===== config.mk =====
export PLATFORM = sky130hd
export DESIGN_NAME = branch_ctrl_flat
export DESIGN_NICKNAME = d
export VERILOG_FILES = /design/src/rtl/branch_ctrl_if.sv /design/src/rtl/branch_ctrl.sv /design/src/flat_wrapper.sv
export SDC_FILE = /design/constraint.sdc
export NUM_CORES = 1
export LEC_CHECK = 0
export ABC_CLOCK_PERIOD_IN_PS = 2400
export BUFFER_PORTS_ARGS = -buffer_cell sky130_fd_sc_hd__clkbuf_2
export CAP_MARGIN = 20
export CORE_ASPECT_RATIO = 0.5
export CORE_UTILIZATION = 35
export CTS_BUF_LIST = sky130_fd_sc_hd__clkbuf_8
export CTS_CLUSTER_DIAMETER = 80
export DETAILED_ROUTE_END_ITERATION = 10
export GPL_ROUTABILITY_DRIVEN = 1
export PLACE_DENSITY = 0.65
export SLEW_MARGIN = 15
export SYNTH_ARGS = -nofsm -noshare
export SYNTH_HDL_FRONTEND = slang
export SYNTH_SLANG_ARGS = --single-unit

===== constraint.sdc =====
create_clock -name clk_i -period 2.4 [get_ports clk_i]
set_input_delay 0 -clock clk_i [delete_from_list [all_inputs] [get_ports clk_i]]
set_output_delay 0 -clock clk_i [all_outputs]
set_load 0.01 [all_outputs]

===== src/rtl/branch_ctrl_if.sv =====
// EX-stage to branch controller bus: resolution inputs, redirect/flush/exception
// outputs and performance counters, with master (pipeline) and slave (controller) views.
interface branch_ctrl_if #(
    parameter int CNT_W = 32
);
    logic             ex_valid_i;
    logic [6:0]       ex_opcode_i;
    logic [31:0]      ex_pc_i;
    logic [31:0]      ex_imm_i;
    logic [31:0]      ex_rs1_i;
    logic             branch_condition_i;
    logic             stall_i;
    logic             redirect_o;
    logic [31:0]      redirect_pc_o;
    logic             flush_o;
    logic             ex_kill_o;
    logic             misalign_exc_o;
    logic [31:0]      misalign_addr_o;
    logic [CNT_W-1:0] branch_cnt_o;
    logic [CNT_W-1:0] taken_cnt_o;

    modport master (
        output ex_valid_i, ex_opcode_i, ex_pc_i, ex_imm_i, ex_rs1_i,
               branch_condition_i, stall_i,
        input  redirect_o, redirect_pc_o, flush_o, ex_kill_o,
               misalign_exc_o, misalign_addr_o, branch_cnt_o, taken_cnt_o
    );

    modport slave (
        input  ex_valid_i, ex_opcode_i, ex_pc_i, ex_imm_i, ex_rs1_i,
               branch_condition_i, stall_i,
        output redirect_o, redirect_pc_o, flush_o, ex_kill_o,
               misalign_exc_o, misalign_addr_o, branch_cnt_o, taken_cnt_o
    );
endinterface


===== src/rtl/branch_ctrl.sv =====
// Branch resolution controller: resolves taken branch/JAL/JALR in EX into a redirect or a
// misaligned-target exception. Define BRANCH_PERF_EN to add resolved/taken counters.
module branch_ctrl #(
    parameter int CNT_W = 32
) (
    input  logic          clk_i,
    input  logic          rst_ni,
    branch_ctrl_if.slave  bus,
    output logic [1:0]    dbg_state
);
    localparam logic [6:0] OP_BRANCH = 7'b1100011;
    localparam logic [6:0] OP_JAL    = 7'b1101111;
    localparam logic [6:0] OP_JALR   = 7'b1100111;

    typedef enum logic [1:0] {
        IDLE     = 2'd0,
        REDIRECT = 2'd1,
        EXC      = 2'd2
    } state_t;

    state_t      state;
    logic        redirect_q;
    logic        flush_q;
    logic        kill_q;
    logic        exc_q;
    logic [31:0] redirect_pc_q;
    logic [31:0] misalign_addr_q;

    logic        is_branch;
    logic        is_jal;
    logic        is_jalr;
    logic        taken;
    logic        accept;
    logic [31:0] jalr_sum;
    logic [31:0] target;

    assign is_branch = (bus.ex_opcode_i == OP_BRANCH);
    assign is_jal    = (bus.ex_opcode_i == OP_JAL);
    assign is_jalr   = (bus.ex_opcode_i == OP_JALR);
    assign taken     = (is_branch && bus.branch_condition_i) || is_jal || is_jalr;

    // Handshake: an EX instruction is consumed when ex_valid_i=1 and stall_i=0 while IDLE;
    // stall_i acts as not-ready, and in REDIRECT it also holds the pending redirect.
    assign accept    = (state == IDLE) && bus.ex_valid_i && !bus.stall_i;

    assign jalr_sum  = bus.ex_rs1_i + bus.ex_imm_i;
    assign target    = is_jalr ? {jalr_sum[31:1], 1'b0} : (bus.ex_pc_i + bus.ex_imm_i);

    always_ff @(posedge clk_i or negedge rst_ni) begin
        if (!rst_ni) begin
            state           <= IDLE;
            redirect_q      <= 1'b0;
            flush_q         <= 1'b0;
            kill_q          <= 1'b0;
            exc_q           <= 1'b0;
            redirect_pc_q   <= 32'h0;
            misalign_addr_q <= 32'h0;
        end else begin
            case (state)
                IDLE: begin
                    if (accept && taken) begin
                        flush_q <= 1'b1;
                        kill_q  <= 1'b1;
                        if (!target[1]) begin
                            state         <= REDIRECT;
                            redirect_q    <= 1'b1;
                            redirect_pc_q <= target;
                        end else begin
                            state           <= EXC;
                            exc_q           <= 1'b1;
                            misalign_addr_q <= target;
                        end
                    end
                end
                REDIRECT: begin
                    // Fetch cannot take the redirect while stalled, so keep presenting it.
                    if (!bus.stall_i) begin
                        state      <= IDLE;
                        redirect_q <= 1'b0;
                        flush_q    <= 1'b0;
                        kill_q     <= 1'b0;
                    end
                end
                EXC: begin
                    state   <= IDLE;
                    exc_q   <= 1'b0;
                    flush_q <= 1'b0;
                    kill_q  <= 1'b0;
                end
                default: begin
                    state      <= IDLE;
                    redirect_q <= 1'b0;
                    flush_q    <= 1'b0;
                    kill_q     <= 1'b0;
                    exc_q      <= 1'b0;
                end
            endcase
        end
    end

    assign bus.redirect_o      = redirect_q;
    assign bus.redirect_pc_o   = redirect_pc_q;
    assign bus.flush_o         = flush_q;
    assign bus.ex_kill_o       = kill_q;
    assign bus.misalign_exc_o  = exc_q;
    assign bus.misalign_addr_o = misalign_addr_q;
    assign dbg_state           = state;

`ifdef BRANCH_PERF_EN
    logic             is_ctrl;
    logic [CNT_W-1:0] branch_cnt_q;
    logic [CNT_W-1:0] taken_cnt_q;

    assign is_ctrl = is_branch || is_jal || is_jalr;

    always_ff @(posedge clk_i or negedge rst_ni) begin
        if (!rst_ni) begin
            branch_cnt_q <= '0;
            taken_cnt_q  <= '0;
        end else if (accept) begin
            if (is_ctrl) branch_cnt_q <= branch_cnt_q + 1'b1;
            if (taken)   taken_cnt_q  <= taken_cnt_q + 1'b1;
        end
    end

    assign bus.branch_cnt_o = branch_cnt_q;
    assign bus.taken_cnt_o  = taken_cnt_q;
`else
    assign bus.branch_cnt_o = {CNT_W{1'b0}};
    assign bus.taken_cnt_o  = {CNT_W{1'b0}};
`endif

endmodule


===== src/flat_wrapper.sv =====
// flat-port wrapper written by rule: the top's interface ports become plain ports
module branch_ctrl_flat 
#(
    parameter int CNT_W = 32
)
  (clk_i, rst_ni, dbg_state, bus_ex_valid_i, bus_ex_opcode_i, bus_ex_pc_i, bus_ex_imm_i, bus_ex_rs1_i, bus_branch_condition_i, bus_stall_i, bus_redirect_o, bus_redirect_pc_o, bus_flush_o, bus_ex_kill_o, bus_misalign_exc_o, bus_misalign_addr_o, bus_branch_cnt_o, bus_taken_cnt_o);
  branch_ctrl_if #(.CNT_W(CNT_W)) bus_i ();
  input  logic clk_i;
  input  logic rst_ni;
  output logic [1:0] dbg_state;
  input wire logic [$bits(bus_i.ex_valid_i)-1:0] bus_ex_valid_i;
  input wire logic [$bits(bus_i.ex_opcode_i)-1:0] bus_ex_opcode_i;
  input wire logic [$bits(bus_i.ex_pc_i)-1:0] bus_ex_pc_i;
  input wire logic [$bits(bus_i.ex_imm_i)-1:0] bus_ex_imm_i;
  input wire logic [$bits(bus_i.ex_rs1_i)-1:0] bus_ex_rs1_i;
  input wire logic [$bits(bus_i.branch_condition_i)-1:0] bus_branch_condition_i;
  input wire logic [$bits(bus_i.stall_i)-1:0] bus_stall_i;
  output wire logic [$bits(bus_i.redirect_o)-1:0] bus_redirect_o;
  output wire logic [$bits(bus_i.redirect_pc_o)-1:0] bus_redirect_pc_o;
  output wire logic [$bits(bus_i.flush_o)-1:0] bus_flush_o;
  output wire logic [$bits(bus_i.ex_kill_o)-1:0] bus_ex_kill_o;
  output wire logic [$bits(bus_i.misalign_exc_o)-1:0] bus_misalign_exc_o;
  output wire logic [$bits(bus_i.misalign_addr_o)-1:0] bus_misalign_addr_o;
  output wire logic [$bits(bus_i.branch_cnt_o)-1:0] bus_branch_cnt_o;
  output wire logic [$bits(bus_i.taken_cnt_o)-1:0] bus_taken_cnt_o;
  assign bus_i.ex_valid_i = bus_ex_valid_i;
  assign bus_i.ex_opcode_i = bus_ex_opcode_i;
  assign bus_i.ex_pc_i = bus_ex_pc_i;
  assign bus_i.ex_imm_i = bus_ex_imm_i;
  assign bus_i.ex_rs1_i = bus_ex_rs1_i;
  assign bus_i.branch_condition_i = bus_branch_condition_i;
  assign bus_i.stall_i = bus_stall_i;
  assign bus_redirect_o = bus_i.redirect_o;
  assign bus_redirect_pc_o = bus_i.redirect_pc_o;
  assign bus_flush_o = bus_i.flush_o;
  assign bus_ex_kill_o = bus_i.ex_kill_o;
  assign bus_misalign_exc_o = bus_i.misalign_exc_o;
  assign bus_misalign_addr_o = bus_i.misalign_addr_o;
  assign bus_branch_cnt_o = bus_i.branch_cnt_o;
  assign bus_taken_cnt_o = bus_i.taken_cnt_o;
  branch_ctrl #(.CNT_W(CNT_W)) u_core (.clk_i(clk_i), .rst_ni(rst_ni), .bus(bus_i), .dbg_state(dbg_state));
endmodule

==> results of run 1 <==
[registers in the layout, indices dropped and copies added (netlist names)]
register	cells
u_core.bus.flush_o	1
u_core.bus.misalign_addr_o	32
u_core.bus.misalign_exc_o	1
u_core.bus.redirect_o	1
u_core.bus.redirect_pc_o	31
u_core.dbg_state	2
[final cells by class]
class                   instances  share of cell area
clock inverters                 5            0.006649
repair buffers                320              0.2255
inverters                      23             0.01019
flip-flops and latches         68              0.1924
multi-input cells             712              0.5151
well taps                     234             0.03310
clock buffers                  11             0.01712
[metal layers]
metal / vias to the layer above / track usage / part of all wire
li1: 3466 / - / -
met1: 3228 / 0.3014 / 0.47
met2: 218 / 0.3690 / 0.46
met3: 23 / 0.03149 / 0.050
met4: 0 / 0.04240 / 0.013
met5: - / 0 / 0
[synthesized netlist by cell type (7+ instances only)]
cell type / n
nand2_1: 107
o21ai_0: 100
a21oi_1: 79
dfrtp_1: 68
buf_4: 66
nor2_1: 65
ha_1: 61
xor2_1: 31
clkbuf_1: 25
a21o_1: 24
inv_1: 23
xnor2_1: 21
a31oi_1: 13
nand3_1: 12
nand4_1: 12
a211oi_1: 11
nor3_1: 7
o21a_1: 7
o21bai_1: 7
o31ai_1: 7
[worst max path at each step]
stage | start | to | cells after the start
after floorplan | bus_ex_rs1_i[1] | u_core.bus.misalign_addr_o[30] | 11
after global placement | bus_ex_imm_i[0] | u_core.bus.misalign_addr_o[30] | 13
after detailed placement | bus_ex_imm_i[0] | u_core.bus.misalign_addr_o[30] | 13
after CTS | bus_ex_imm_i[1] | u_core.bus.misalign_addr_o[31] | 13
after global routing | bus_ex_imm_i[2] | u_core.bus.redirect_pc_o[29] | 11
final | bus_ex_imm_i[12] | u_core.bus.redirect_pc_o[25] | 12
[stage by stage]
stage	cells	instance area (sq um)	setup TNS (ps)	setup slack [ps]
2_1_floorplan	899	6793	0	62.07
5_1_grt	1373	8845	-21.14	-13.04
4_1_cts	1368	8648	0	0.03819
6_report	1373	8845	0	70.71
3_3_place_gp	1349	8364	-8662	-491.1
3_5_place_dp	1349	8364	-10290	-577.8
[power groups by stage]
stage          Clock, mW  Sequential (mW)  Combinational [mW]
6_report           0.993             1.32                1.88
5_1_grt             1.06             1.34                2.08
4_1_cts             1.02             1.32                1.82
3_5_place_dp           0             1.35                1.79
3_3_place_gp           0             1.34                1.77
2_1_floorplan          0             1.38                1.02
[cells by family after synthesis]
family                   Yosys count
other                              1
buffers and inverters            119
AND/OR/NAND/NOR                  241
adder cells (fa/ha/maj)           63
multiplexers                       1
flip-flops                        68
AO/OA/AOI/OAI                    290
XOR/XNOR                          52
[timing repair]
action | in CTS | in global routing
endpoints found under the setup margin | 14 | 24
setup buffers | 1 | 5
pin swaps | 3 | 23
gates resized for setup | 10 | 35
hold buffers | 2 | 0
endpoints found under the hold margin | 70 | 0
[worst max-delay path, cell delays in order]
cell and delay (ps):
clkbuf_2 90, buf_4 130, ha_1 370, a21oi_1 260, o21ai_0 230, nor3_1 430
a211oi_2 130, buf_4 150, buf_4 130, a31oi_1 190, xor2_1 310, a221oi_2 110
==> metrics, run 1 <==
Antenna Nets Post-Route 0; CTS tree built; register area 1702 sq um; logic gate share of total power 0.449; initial antenna violation count 0; Clk pwr share 0.236; Total GRT Usage 0.2194; min-delay src bus_ex_valid_i; Max Slew Vio Count 0; dominant cell type by area after synthesis dfrtp_1; largest net degree at the start of global routing 69; compound-cell area share of the yosys netlist 0.2690; Critical R2R Launch u_core.dbg_state[1]; First DRT Iteration DRCs 385; Worst Hold Slack 54.47 ps; critical path type input pin to flop; Worst setup EP type flop; Worst-path clk slew 70 ps; boundary pin count 242; simple-gate share of the synthesized area 0.1642; first-pass GRT wire length 33740 um; number of global-route vias before repair 6561; Slew HR 0.4214; total vias in the final route 6935; filler cell count 1777; RePlAce Congestion 0.9575; clock latency on the worst-skew pair 350 ps; Syn. warnings 0; commonest cells after routing, fill and taps aside clkbuf_2 (174), buf_4 (141), nand2_1 (106); post-synthesis sequential area ratio 0.2597; multi-input logic area 4556 sq um; Pwr Total 4.199 mW; switching power 1.554 mW; layout cells sized above 1 0.3284; combinational family with the most area after synthesis compound AO/OA/AOI/OAI gates; final net count 1305; Hold EP u_core.bus.flush_o; TritonCTS Sinks 68; worst reg-to-reg path cell count 6; chip height 98.75 um; CTS root buf clkbuf_8; DRC errors left 0; Final setup viols 0; Mapped Area 6553 sq um; Critical Path Start Type input pin; Most used DFF post-synth dfrtp_1; xor-xnor portion of the synthesized cell area 0.06951; Ant. Diodes 0; asr flop ratio synth 1.000; PwrDens 474.7 nW/um^2; Critical Path RT 2620 ps; Post-Route WL 21140 um; top cell type's share of synthesized area 0.2597; Post-synth EDFFs 0; placed wire-length estimate 17640 um; VDD IR max 244.8 uV; mux share of post-synthesis cell area 0.001528; total grt overflow 0; Adder-Cell Fraction of Synth Area 0.1226; final period demand of the worst path 2329 ps; Mapped Avg Cell Area 7.847 sq um; cts bufs inserted 9; most common cell after layout, fill and taps aside clkbuf_2; port buffer count 176; sequential power share 0.315; leakage 4.571 nW; ranking of synthesized cells by area dfrtp_1 (26%), ha_1 (12%), o21ai_0 (7.6%); final period utilization 0.9705; die width 195.5 um; DRT Pass-1 Iters 5; routed wire length per instance 15.40 um; maximum clock path buffer count 2; RSZ-0062 raised after global routing true; Max FO, Critical Path 6; vias per inst 5.051; Die ar. 19310 sq um; switching share of power 0.3701; final core utilization 0.4962; Worst Skew 9.966 ps; hold-critical path depth 3; Worst Tran Pin Value 868.0 ps; min-delay worst type input pin to flop; Yosys cell types 63; H-tree levels 3; CORE AREA 17820 sq um; CP Data Arrival Time 2540 ps; internal power 2.645 mW; Initial Util 0.3676; Synth Instances 835; flops & latches, synth 68; total of max-cap violations 0; Final Hold Vio Count 0; flop2flop setup slack 510 ps; outcome finished, final reports clean; row cnt 34; worst reg2reg path endpoint u_core.bus.misalign_addr_o[31]; Fmax achieved 429.3 MHz; area growth from synthesis to layout 34.98%
Power figures use the tool's default switching activity.
==> inputs of run 2 (changes only) <==
Settings changed: ABC_AREA set to 1, PLACE_DENSITY 0.65 to 0.63.
==> metrics, run 2 <==
most common cell after layout, fill and taps aside nand2_1; final worst slack 452.3 ps (+381.6 ps); DRT Pass-1 Iters 6 (+1); area growth from synthesis to layout 14.44%; final core utilization 0.4087 (-0.08754); dominant cell type by area after synthesis nand2_1; row cnt 39 (+15%); clock latency on the worst-skew pair 340 ps (about the same); RSZ-0062 raised after global routing false; outcome finished, final reports clean; max FFs per register 32 (unchanged); CP max stage delay 450 ps (+20 ps); leakage 6.073 nW (+33%); layout cells sized above 1 0.1338 (-0.1946); Final Non-Filler Cells 1907 (+39%); Antenna Nets Post-Route 0 (unchanged); cts bufs inserted 9 (unchanged); post-synthesis sequential area ratio 0.2091 (-0.05059); Total GRT Usage 0.2294 (+0.009937); total grt overflow 0 (unchanged); final period demand of the worst path 1948 ps (-381.6 ps); asr flop ratio synth 1.000 (unchanged); Worst-path clk slew 70 ps (about the same); largest net degree at the start of global routing 62 (-10%); Pwr Total 3.963 mW (-5.6%); setup TNS 0 ps (unchanged); most common cell in the netlist nand2_1; Final Hold Vio Count 0 (unchanged); placed instance count 1890 (+40%); vias per inst 4.509 (-11%); CP Data Arrival Time 2160 ps (-380 ps); port buffer count 176 (unchanged); CP dominant cell by count nand3_1; H-tree levels 3 (unchanged); Final setup viols 0 (unchanged); commonest cells after routing, fill and taps aside nand2_1 (609), inv_1 (252), clkbuf_2 (175); dpl ws 310.2 ps (+888.0 ps); final period utilization 0.8116 (-0.1590); Synth Instances 1417 (+70%); DRC errors left 0 (unchanged); Critical Path Start Type flop; initial antenna violation count 1 (+1); total of max-cap violations 0 (unchanged); Most used DFF post-synth dfrtp_1; post-route cell area 9313 sq um (+5.3%); ranking of synthesized cells by area nand2_1 (28%), dfrtp_1 (21%), inv_1 (11%); maximum clock path buffer count 2 (unchanged); Worst Hold Slack 39.87 ps (-14.61 ps); Syn. warnings 0 (unchanged); Clk pwr share 0.216 (-0.020); Ant. Diodes 0 (unchanged); Worst setup EP type flop; switching share of power 0.4216 (+0.05156); flops & latches, synth 68 (unchanged); Yosys cell types 37 (-41%); boundary pin count 242 (unchanged); critical path type flop to flop; Mapped Area 8138 sq um (+24%); compound-cell area share of the yosys netlist 0.07395 (-0.1951); number of global-route vias before repair 7737 (+18%); Slew HR 0.6378 (+0.2165); Post-Route WL 26910 um (+27%); Worst Tran Pin Value 537.6 ps (-330.4 ps); Fmax achieved 513.4 MHz (+20%); final net count 1766 (+35%); CTS root buf clkbuf_8; placed wire-length estimate 23150 um (+31%); mux share of post-synthesis cell area 0.003690 (+0.002162); PwrDens 425.5 nW/um^2 (-10%); routed wire length per instance 14.11 um (-8.4%); internal power 2.292 mW (-13%); simple-gate share of the synthesized area 0.4065 (+0.2423); combinational family with the most area after synthesis simple AND/OR/NAND/NOR gates; chip height 109.8 um (+11%); CORE AREA 22790 sq um (+28%); First DRT Iteration DRCs 832 (+120%); VDD IR max 215.0 uV (-12%); Initial Util 0.3571 (-0.01050); total vias in the final route 8599 (+24%); Max Slew Vio Count 0 (unchanged); first-pass GRT wire length 42010 um (+24%); DP Area 9121 sq um (+9.1%); slowest CP cell nor2_4; Synth top cells by count nand2_1 (609), inv_1 (249), nand3_1 (87), nor2_1 (87); die width 217.6 um (+11%); CTS tree built; RePlAce Congestion 0.9468 (-1.1%); Adder-Cell Fraction of Synth Area 0.09871 (-0.02388); min-delay worst type input pin to async pin; Worst Skew 4.426 ps (-5.540 ps); TritonCTS Sinks 68 (unchanged); worst-path cell chain nor2_1 -> nand3_1 -> inv_1 -> nand3_1 -> nor2_4 -> inv_2 -> buf_4 -> nand2_1 -> o21ai_0; Mapped Avg Cell Area 5.743 sq um (-27%); Post-synth EDFFs 0 (unchanged); sequential power share 0.331 (+0.016); Die ar. 23900 sq um (+24%); logic gate share of total power 0.453 (+0.004); top cell type's share of synthesized area 0.2809 (+0.02121); switching power 1.671 mW (+7.5%); xor-xnor portion of the synthesized cell area 0.01614 (-0.05336); Critical Path RT 2620 ps (about the same); Max FO, Critical Path 27 (+21)
run 2: cell count changes in the layout (fill, tap and decap cells not counted), sizes merged, moves of 22 or more:
cell,before,now
nand3,12,87
nor2,65,88
o21ai,101,46
inv,23,255
buf,144,11
a21oi,79,57
a21o,25,2
nand2,107,610
run 2: power groups by stage:
stage	sequential [mW]	clock, mW	combinational [mW]
2_1_floorplan	1.36	0	1.15
3_3_place_gp	1.33	0	1.76
3_5_place_dp	1.33	0	1.76
4_1_cts	1.31	0.883	1.77
5_1_grt	1.32	0.933	2.02
6_report	1.31	0.857	1.79
run 2: logic make-up (layout without fill, tap and decap cells):
kind of cell	after synthesis	after routing
adder cells (fa/ha/maj)	63	63
multiplexers	3	3
AO/OA/AOI/OAI	112	112
XOR/XNOR	15	15
flip-flops	68	68
other	1	65
AND/OR/NAND/NOR	819	819
buffers and inverters	336	455
run 2: worst paths after layout:
kind	startpoint	end	slack [ps]	cells after the start
setup / recovery	u_core.dbg_state[1]	u_core.bus.redirect_pc_o[5]	450	9
hold / removal	rst_ni	u_core.bus.redirect_pc_o[27]	40	2
setup reg to reg	u_core.dbg_state[1]	u_core.bus.redirect_pc_o[5]	450	9
hold reg to reg	u_core.bus.redirect_pc_o[20]	u_core.bus.redirect_pc_o[20]	480	2
max in group asynchronous	rst_ni	u_core.bus.misalign_addr_o[7]	1780	3
min in group clk_i	bus_ex_opcode_i[4]	u_core.bus.flush_o	120	4
run 2: layout make-up:
cell class | instances | area, sq um
flip-flops and latches | 68 | 1702
repair buffers | 187 | 978.4
well taps | 307 | 384.1
inverters | 252 | 948.4
fillers | 2598 | 13480
multi-input cells | 1077 | 5119
clock inverters | 4 | 16.27
clock buffers | 12 | 165.2
run 2: repair_timing:
item	in CTS	in global routing
gates resized for setup	0	0
buffers inserted	0	0
hold buffers	1	0
endpoints found under the hold margin	68	0
run 2: layer usage:
layer / track usage / up-vias / wire [um]
met5: 0 / - / 13
met4: 0.03924 / 2 / 196
met3: 0.01992 / 21 / 1494
met2: 0.3399 / 245 / 10830
met1: 0.3575 / 3781 / 14370
li1: - / 4550 / -
run 2: critical path, delay by kind of cell, from the launching register on:
kind,cells,cell delay (ps)
flops,1,420
simple gates,5,930
buf+inv,3,390
compound gates,1,70
==> inputs of run 3 (changes only) <==
Settings changed: ABC_CLOCK_PERIOD_IN_PS 2400 to 1700, PLACE_DENSITY 0.63 to 0.65.
Clock period 2.4 ns to 1.7 ns, I/O delays scaled along.
==> metrics, run 3 (synthesis results as in run 2) <==
Initial Util 0.3571 (unchanged); sequential power share 0.285 (-0.046); worst reg-to-reg path cell count 9 (unchanged); Critical Path RT 1930 ps (-690 ps); routed wire length per instance 13.41 um (-4.9%); CP Data Arrival Time 1820 ps (-340 ps); critical path type input pin to flop; filler cell count 2499 (-3.8%); Pwr Total 6.506 mW (+64%); final core utilization 0.4535 (+0.04480); switching power 2.478 mW (+48%); CORE AREA 22790 sq um (unchanged); vias per inst 4.469 (-0.89%); chip height 109.8 um (unchanged); Clk pwr share 0.268 (+0.052); maximum clock path buffer count 2 (unchanged); placed instance count 2003 (+6.0%); TritonCTS Sinks 68 (unchanged); first-pass GRT wire length 41810 um (-0.48%); H-tree levels 3 (unchanged); Worst setup EP type flop; total vias in the final route 9023 (+4.9%); CP max stage delay 310 ps (-140 ps); total of max-cap violations 0 (unchanged); most common cell after layout, fill and taps aside nand2_1; Worst Hold Slack 125.3 ps (+85.46 ps); total grt overflow 0 (unchanged); Antenna Nets Post-Route 0 (unchanged); Final Hold Vio Count 0 (unchanged); Fmax achieved 629.9 MHz; placed wire-length estimate 23610 um (+2.0%); leakage 6.673 nW (+9.9%); logic gate share of total power 0.448 (-0.005); CP dominant cell by count nand2_1; internal power 4.028 mW (+76%); Final setup viols 0 (unchanged); Ant. Diodes 0 (unchanged); final net count 1879 (+6.4%); initial antenna violation count 0 (-1); area growth from synthesis to layout 26.98%; worst-path cell chain clkbuf_2 -> ha_1 -> or2_2 -> nand3_1 -> nand2_1 -> nand2_1 -> nand2_1 -> nand2_1 -> nand3b_1 -> nand3_1 -> nand2_1 -> nand2_1 -> nand2_1; Die ar. 23900 sq um (unchanged); final period demand of the worst path 1588 ps; VDD IR max 291.2 uV (+35%); final period utilization 0.9339; First DRT Iteration DRCs 791 (-4.9%); max FFs per register 32 (unchanged); Critical Path Start Type input pin; PwrDens 629.6 nW/um^2 (+48%); Max Slew Vio Count 0 (unchanged); setup TNS 0 ps (unchanged); largest net degree at the start of global routing 43 (-31%); Post-Route WL 27080 um (+0.66%); clock latency on the worst-skew pair 340 ps (about the same); outcome finished, final reports clean; layout cells sized above 1 0.2004 (+0.06660); RePlAce Congestion 0.9519 (+0.54%); switching share of power 0.3809 (-0.04069); commonest cells after routing, fill and taps aside nand2_1 (605), inv_1 (249), clkbuf_2 (175); CTS root buf clkbuf_8; number of global-route vias before repair 7987 (+3.2%); slowest CP cell ha_1; Final Non-Filler Cells 2019 (+5.9%); port buffer count 176 (unchanged); die width 217.6 um (unchanged); Worst Skew 13.80 ps (+9.371 ps); cts bufs inserted 9 (unchanged); Total GRT Usage 0.2271 (-0.002291); Max FO, Critical Path 4 (-85%); CTS tree built; boundary pin count 242 (unchanged); min-delay worst type input pin to async pin; Worst-path clk slew 80 ps (about the same); row cnt 39 (unchanged); DRT Pass-1 Iters 5 (-1); DRC errors left 0 (unchanged)
[run 3: cell count changes in the layout (fill, tap and decap cells not counted), sizes merged]
| cell | before | now |
|---|---|---|
| clkbuf | 187 | 184 |
| clkinv | 1 | 2 |
| bufinv | 0 | 4 |
| buf | 11 | 124 |
| inv | 255 | 252 |
[run 3: through the flow]
step	setup WS, ps	area (sq um)
2_1_floorplan	5.341	8378
3_3_place_gp	-292.7	9995
3_5_place_dp	-295.5	9995
4_1_cts	59.95	10270
5_1_grt	-0.05418	10330
6_report	112.4	10330
[run 3: routing by layer]
layer	part of all wire	global-route usage	vias to the layer above
li1	-	-	4765
met1	0.52	0.3429	3974
met2	0.40	0.3399	258
met3	0.069	0.03098	26
met4	0.011	0.04326	0
met5	0	0	-
[run 3: layout make-up]
class	instances	area, sq um	area share
multi-input cells	1077	5184	0.5016
well taps	307	384.1	0.03717
inverters	252	950.9	0.09202
clock inverters	6	137.6	0.01332
repair buffers	300	1852	0.1792
clock buffers	9	123.9	0.01199
flip-flops and latches	68	1702	0.1647
[run 3: power groups by stage]
stage / combinational [mW] / clock, mW / sequential, mW
2_1_floorplan: 1.63 / 0 / 1.92
3_3_place_gp: 2.83 / 0 / 1.88
3_5_place_dp: 2.84 / 0 / 1.88
4_1_cts: 2.86 / 1.77 / 1.85
5_1_grt: 3.26 / 1.84 / 1.87
6_report: 2.91 / 1.74 / 1.85
[run 3: timing repair]
| item | 4_1_cts | 5_1_grt |
|---|---|---|
| resized for setup | 0 | 17 |
| buffers inserted | 0 | 0 |
| hold buffers | 1 | 0 |
| endpoints found under the setup margin | 0 | 28 |
| hold endpoints to repair | 68 | 0 |
[run 3: critical path, delay by kind of cell]
| kind | cells | cell delay, ps |
|---|---|---|
| simple gates | 11 | 1410 |
| fa+ha+maj | 1 | 310 |
| buf+inv | 1 | 90 |
[run 3: final timing paths]
check	endpoint	startpoint	slack, ps
max	u_core.bus.misalign_addr_o[19]	bus_ex_imm_i[2]	110
min	u_core.bus.redirect_pc_o[30]	rst_ni	130
max reg2reg	u_core.bus.redirect_pc_o[5]	u_core.dbg_state[0]	150
min reg2reg	u_core.bus.redirect_o	u_core.bus.redirect_o	480
max in group asynchronous	u_core.bus.redirect_pc_o[16]	rst_ni	1010
min in group clk_i	u_core.bus.flush_o	bus_stall_i	130
